$ cat config.mk
export PLATFORM = sky130hd
export DESIGN_NAME = pipelined_carry_adder
export DESIGN_NICKNAME = d
export VERILOG_FILES = /design/src/rtl/pipelined_carry_adder.sv
export SDC_FILE = /design/constraint.sdc
export NUM_CORES = 1
export LEC_CHECK = 0
export BUFFER_PORTS_ARGS = -buffer_cell sky130_fd_sc_hd__buf_2
export CAP_MARGIN = 10
export CELL_PAD_IN_SITES_DETAIL_PLACEMENT = 0
export CELL_PAD_IN_SITES_GLOBAL_PLACEMENT = 1
export CORE_AREA = 2 2 118 120
export CTS_CLUSTER_SIZE = 40
export DETAILED_ROUTE_END_ITERATION = 10
export DIE_AREA = 0 0 120 122
export PLACE_DENSITY = 0.68
export SLEW_MARGIN = 20
export SYNTH_ARGS = -nofsm -noshare
export SYNTH_HDL_FRONTEND = slang
export SYNTH_SLANG_ARGS = --single-unit
$ cat constraint.sdc
create_clock -name clk -period 4.7 [get_ports clk]
set_input_delay 1.41 -clock clk [delete_from_list [all_inputs] [get_ports clk]]
set_output_delay 1.41 -clock clk [all_outputs]
set_load 0.01 [all_outputs]
$ cat src/rtl/pipelined_carry_adder.sv
// Pipelined WIDTH-bit adder/subtractor. The carry chain is cut into STAGES
// chunks of CHUNK bits; each stage resolves one chunk per clock. Operand bits
// that are still unused travel forward with the operation. Finished sum bits
// accumulate, so the whole result leaves the last stage in one beat.
// A single global stall (advance) freezes every register while the output
// holds an unconsumed result.
module pipelined_carry_adder #(
  parameter int WIDTH  = 16,
  parameter int STAGES = 4
) (
  input  logic             clk,
  input  logic             rst_n,
  input  logic             in_valid,
  output logic             in_ready,
  input  logic [WIDTH-1:0] a,
  input  logic [WIDTH-1:0] b,
  input  logic             cin,
  input  logic             sub,
  output logic             out_valid,
  input  logic             out_ready,
  output logic [WIDTH-1:0] sum,
  output logic             cout,
  output logic             ovf,
  output logic             zero
);

  localparam int CHUNK = WIDTH / STAGES;

  logic advance;
  logic ovf_reg;
  logic zero_reg;

  // The pipe moves only when the output slot is empty or being consumed.
  assign advance  = !g_stage[STAGES-1].valid_reg | out_ready;
  assign in_ready = advance;

  genvar gi;
  generate
    for (gi = 0; gi < STAGES; gi++) begin : g_stage
      // Operand bits still needed when an op reaches this stage, and sum
      // bits already resolved by earlier stages.
      localparam int HI = WIDTH - gi * CHUNK;
      localparam int LO = gi * CHUNK;

      logic              v_in;
      logic              c_in;
      logic [HI-1:0]     a_in;
      logic [HI-1:0]     b_in;
      logic [CHUNK:0]    chunk_add;
      logic [LO+CHUNK-1:0] sum_next;

      logic              valid_reg;
      logic              carry_reg;
      logic [LO+CHUNK-1:0] sum_reg;

      if (gi == 0) begin : g_head
        // Subtraction is a + ~b + 1, so the incoming carry is forced high.
        assign v_in     = in_valid;
        assign c_in     = sub | cin;
        assign a_in     = a;
        assign b_in     = sub ? ~b : b;
        assign sum_next = chunk_add[CHUNK-1:0];
      end else begin : g_tail
        assign v_in     = g_stage[gi-1].valid_reg;
        assign c_in     = g_stage[gi-1].carry_reg;
        assign a_in     = g_stage[gi-1].g_fwd.a_reg;
        assign b_in     = g_stage[gi-1].g_fwd.b_reg;
        assign sum_next = {chunk_add[CHUNK-1:0], g_stage[gi-1].sum_reg};
      end

      // CHUNK+1 bit add; the top bit becomes the next stage's carry.
      assign chunk_add = {1'b0, a_in[CHUNK-1:0]} + {1'b0, b_in[CHUNK-1:0]}
                       + {{CHUNK{1'b0}}, c_in};

      // Stage register: the valid bit follows every advance, while data loads
      // only for real ops so bubbles leave the last result in place.
      always_ff @(posedge clk or negedge rst_n) begin
        if (!rst_n) begin
          valid_reg <= 1'b0;
          carry_reg <= 1'b0;
          sum_reg   <= '0;
        end else if (advance) begin
          valid_reg <= v_in;
          if (v_in) begin
            carry_reg <= chunk_add[CHUNK];
            sum_reg   <= sum_next;
          end
        end
      end

      if (gi < STAGES - 1) begin : g_fwd
        logic [HI-CHUNK-1:0] a_reg;
        logic [HI-CHUNK-1:0] b_reg;

        // Forward the not-yet-added upper operand chunks with the op.
        always_ff @(posedge clk or negedge rst_n) begin
          if (!rst_n) begin
            a_reg <= '0;
            b_reg <= '0;
          end else if (advance && v_in) begin
            a_reg <= a_in[HI-1:CHUNK];
            b_reg <= b_in[HI-1:CHUNK];
          end
        end
      end

      if (gi == STAGES - 1) begin : g_flags
        // Flags resolved alongside the top chunk. The carry into the MSB is
        // recovered as a^b^s at that bit, and ovf is that carry XOR the carry out.
        always_ff @(posedge clk or negedge rst_n) begin
          if (!rst_n) begin
            ovf_reg  <= 1'b0;
            zero_reg <= 1'b0;
          end else if (advance && v_in) begin
            ovf_reg  <= a_in[CHUNK-1] ^ b_in[CHUNK-1] ^ chunk_add[CHUNK-1]
                      ^ chunk_add[CHUNK];
            zero_reg <= (sum_next == '0);
          end
        end
      end
    end
  endgenerate

  assign out_valid = g_stage[STAGES-1].valid_reg;
  assign sum       = g_stage[STAGES-1].sum_reg;
  assign cout      = g_stage[STAGES-1].carry_reg;
  assign ovf       = ovf_reg;
  assign zero      = zero_reg;

endmodule

# Word-level counts from Yosys, hierarchy flattened
# Index checks and enable logic that the tools add are counted.
# Widths: inputs -> output; s select.
[word_totals]
word_cells = 45
reg_bits = 98
output_inout_bits = 21
in_bits = 38
[classes]
n_mux = 1
add_sub_neg = 8
bitwise_logic = 6
reduce_logical = 10
[op_table]
columns = ["op", "n"]
rows = [
  ["$add 4x4->5", 4],
  ["$add 5x1->5", 4],
  ["$logic_not 16->1", 1],
  ["$mux 16", 1],
  ["$not 16->16", 1],
  ["$reduce_and 2->1", 4],
  ["$logic_and 1x1->1", 4],
  ["$xor 1x1->1", 3],
  ["$or 1x1->1", 2],
  ["$logic_not 1->1", 1],
]

# Depth between registers and ports, before layout
[depth]
depth_word = 4
mapped_depth = 8
depth_no_buf = 8

# Worst setup path before layout
# No wires, ideal clock.
[synth_path]
path_kind = "input-to-reg"
start = "input port sub"
end = "register g_stage[0].carry_reg"
t_arrival_ps = 3285
path_buffers = 2
setup_slack_ps = 1288
path_stages = 8
cell_sequence = "buf_4 -> buf_4 -> or2_2 -> fa_1 -> fa_1 -> a21o_1 -> a211oi_1 -> a21oi_1"
[synth_between]
elab_chain_len = 3
word_cells_on_any_way = 4
cone_classes = "2 x add/sub; 1 x mux; 1 x bitwise"
[synth_lines]
columns = ["element", "line", "rtl"]
rows = [
  ["from (decl)", "18", "input logic sub,"],
  ["$mux 16", "61", "assign b_in = sub ? ~b : b;"],
  ["$add 4x4->5", "72", "assign chunk_add = {1'b0, a_in[CHUNK-1:0]} + {1'b0, b_in[CHUNK-1:0]}"],
  ["$add 5x1->5 (*)", "73", "+ {{CHUNK{1'b0}}, c_in};"],
  ["to (signal assigned)", "85", "carry_reg <= chunk_add[CHUNK];"],
  ["to (decl)", "53", "logic carry_reg;"],
]
# Every way passes the cells marked *; elsewhere a longest branch is shown, timed or not.
# A chain may end at the register's enable or synchronous reset.

# Worst setup path after layout
[layout_path]
start = "input port out_ready"
end = "output port in_ready"
[layout_between]
elab_chain_len = 1
[layout_lines]
columns = ["element", "line", "rtl"]
rows = [
  ["from (decl)", "20", "input logic out_ready,"],
  ["$or 1x1->1", "34", "assign advance = !g_stage[STAGES-1].valid_reg | out_ready;"],
  ["to (decl)", "14", "output logic in_ready,"],
]
# No other way between the ends.

==> results.toml <==
[layout]
layout.cells.most_common = "dfrtp_1"
layout_common_cells = "dfrtp_1 (98), buf_2 (57), mux2_4 (47)"
multi_input_area_sq_mm = 0.001958
syn2layout_area_growth_pct = 16.01
fin_util_pct = 39.41
num-nets-final = 437
fillCellCount = 1313
post-route-cell-area_sq_mm = 0.005323
finish.cell_count_without_fillers = 565
seq_area_sq_mm = 0.002452
final_layout_size_suffix_gt1_share_pct = 39.06

[worst_setup_path]
worstSetupPathType = "in2out"
worstSetupStartpointType = "input pin"
critical_path.most_common_cell = "buf_2"
worst_ep_arrival_time_ns = 1.95
r2r-start = "g_stage[2].carry_reg"
critical_path_buf_inv_count = 2
crit_slowest_cell = "nand2b_4"
cpLargestDelayFamily = "buffers and inverters"
critical_path.max_fanout = 10
critical-path-max-stage-delay_ns = 0.24
timing.critical_path.cells = "buf_2 -> nand2b_4 -> buf_2"
endpoint_kind = "output pin"
required_ns = 3.29
startpoint = "out_ready"

[sta]
setup_clock_skew_after_layout_ns = 0.009251
final-setup-viol-count = 0
tightest_slew_ns = 0.9537
setup_total_negative_slack_ns = 0
worst_slack_ns = 1.338
report.final.hold_viol_count = 0
period_utilization_post_route_pct = 71.54
holdWs_ns = 0.4806
finalMaxSlewViolations = 0
clock.fmax_mhz = 297.4
rsz0062_at_grt = "no"
slew_headroom_pct = 36.42
finalWorstPathRequiredPeriod_ns = 3.362

[yosys]
ys_ff_latch = 98
synth_ff_type = "dfrtp_1"
post_synth_inst_count = 322
synth-edff-count = 0
post_synth_instance_area_sq_mm = 0.004588
synth_sequential_area_ratio_pct = 53.45
ys_async_sr_fraction_pct = 100.0
synth.lib_cells_used.distinct = 32
synth-warning-count = 0
synthesis.area_per_instance_sq_um = 14.25
syn-num-nets = 380

[cts]
tritoncts_num_sinks = 98
clkLatencyLatePin_ns = 0.34
post_cts.repair.setup_buffers = 0
cts_made_buffers = 9
cts_root_buf = "clkbuf_16"
postCtsResizedCells = 0
hold_buffers = 0
h-tree-depth = 3
cts_tree = "done"
cts-root-to-sink-buffers = 2
clk_transition_reported_paths_ns = 0.07

[floorplanning]
design.die.area_sq_mm = 0.01464
die_width_microns = 120
die_h_microns = 122
start_util_pct = 33.98
fp-row-count = 43
boundaryPins = 59
core_sq_mm = 0.01350

[power]
p_leak_nw = 2.576
power.density_cell_area_mw_per_mm2 = 692.8
ir_drop_mv = 0.2527
totalPowerFinal_mw = 3.688

[route]
vias_per_cell = 4.347
drt_pass1_iterations = 4
antenna_left = 0
dr.first_iter.drc_count = 83
dr_total_vias = 2456
drt_drc_violations_left = 0
wirelength_microns = 7671
wire_per_inst_microns = 13.58

[global_routing]
via_count_of_the_first_global_routing_pass = 2555
grt_remaining_overflow = 0
grt_util_all_layers_pct = 11.42
global_route_wire_length_before_repair_microns = 13040
grt_start_max_net_pins = 77
number_of_antenna_violations_at_the_first_check_in_global_routing = 1

[placement]
dpl_worst_slack_ns = 1.217
detailed_place_hpwl_microns = 5613
placement.cell_area_sq_mm = 0.004981
gp_congestion = 0.7395
placed_cells_incl_taps = 548
io_buffers = 58

[run_status]
run_status = "completed"

[worst_hold_path]
hold_class = "reg2reg"
hold_path_startpoint = "ovf"

[job]
timing.max_cap.violations = 0
## cell type report
type | count | share of cell area [%]
timing repair buffer | 59 | 5.642
sequential | 98 | 46.07
tap | 180 | 4.231
multi-input combinational | 199 | 36.79
clock inverter | 5 | 1.622
clock buffer | 11 | 4.748
inverter | 12 | 0.8463
antenna | 1 | 0.04701
## kinds of logic after synthesis
group	Yosys count	synth area share, %
mux	67	20.29
simple gates	43	5.454
flops	98	53.45
compound gates	45	5.590
xor+xnor	24	4.581
fa+ha+maj	20	6.763
buf+inv	25	3.872
## cells in the mapped netlist (2+ instances only)
| cell type | count | share of area [%] |
|---|---|---|
| dfrtp_1 | 98 | 53 |
| mux2_4 | 47 | 15 |
| nand2_1 | 28 | 2.3 |
| o21ai_0 | 26 | 2.8 |
| mux2_2 | 20 | 4.9 |
| xnor2_1 | 16 | 3.1 |
| ha_1 | 12 | 3.3 |
| inv_1 | 12 | 0.98 |
| fa_1 | 8 | 3.5 |
| xor2_1 | 8 | 1.5 |
| a21oi_1 | 7 | 0.76 |
| a21o_1 | 6 | 0.98 |
| buf_6 | 6 | 1.5 |
| buf_2 | 3 | 0.33 |
| nand2_8 | 3 | 1.3 |
| nor4_1 | 3 | 0.41 |
| buf_4 | 2 | 0.33 |
| nor2_1 | 2 | 0.16 |
| o31ai_1 | 2 | 0.33 |
## worst paths after layout
path / cells after the start / end / slack [ns]
min reg2reg: 2 / ovf / 0.48
min in group asynchronous: 1 / g_stage[1].sum_reg[6] / 1.19
max in group asynchronous: 2 / g_stage[0].g_fwd.a_reg[11] / 2.67
max reg2reg: 5 / zero / 2.49
min: 2 / ovf / 0.48
max: 3 / in_ready / 1.34
## where the power goes
part	internal, mW	switching (mW)	leakage, nW
sequential	1.22	0.259	1.18
clock	0.498	0.308	0.166
combinational	0.805	0.596	1.23
total	2.52	1.16	2.58
## tightest hold or removal path: stages (launching register included)
cell and delay [ns]:
dfrtp_1 0.34, nand2_1 0.05, o21ai_0 0.06
## layer usage
metal  routed length [microns]  global-route usage [%]  vias to the layer above
met2                      3159                   16.44                       55
li1                          -                       -                     1221
met1                      3957                   16.35                     1170
met3                       410                   2.669                       10
met4                       144                   5.074                        0
met5                         0                       0                        -
Power figures use the tool's default switching activity.
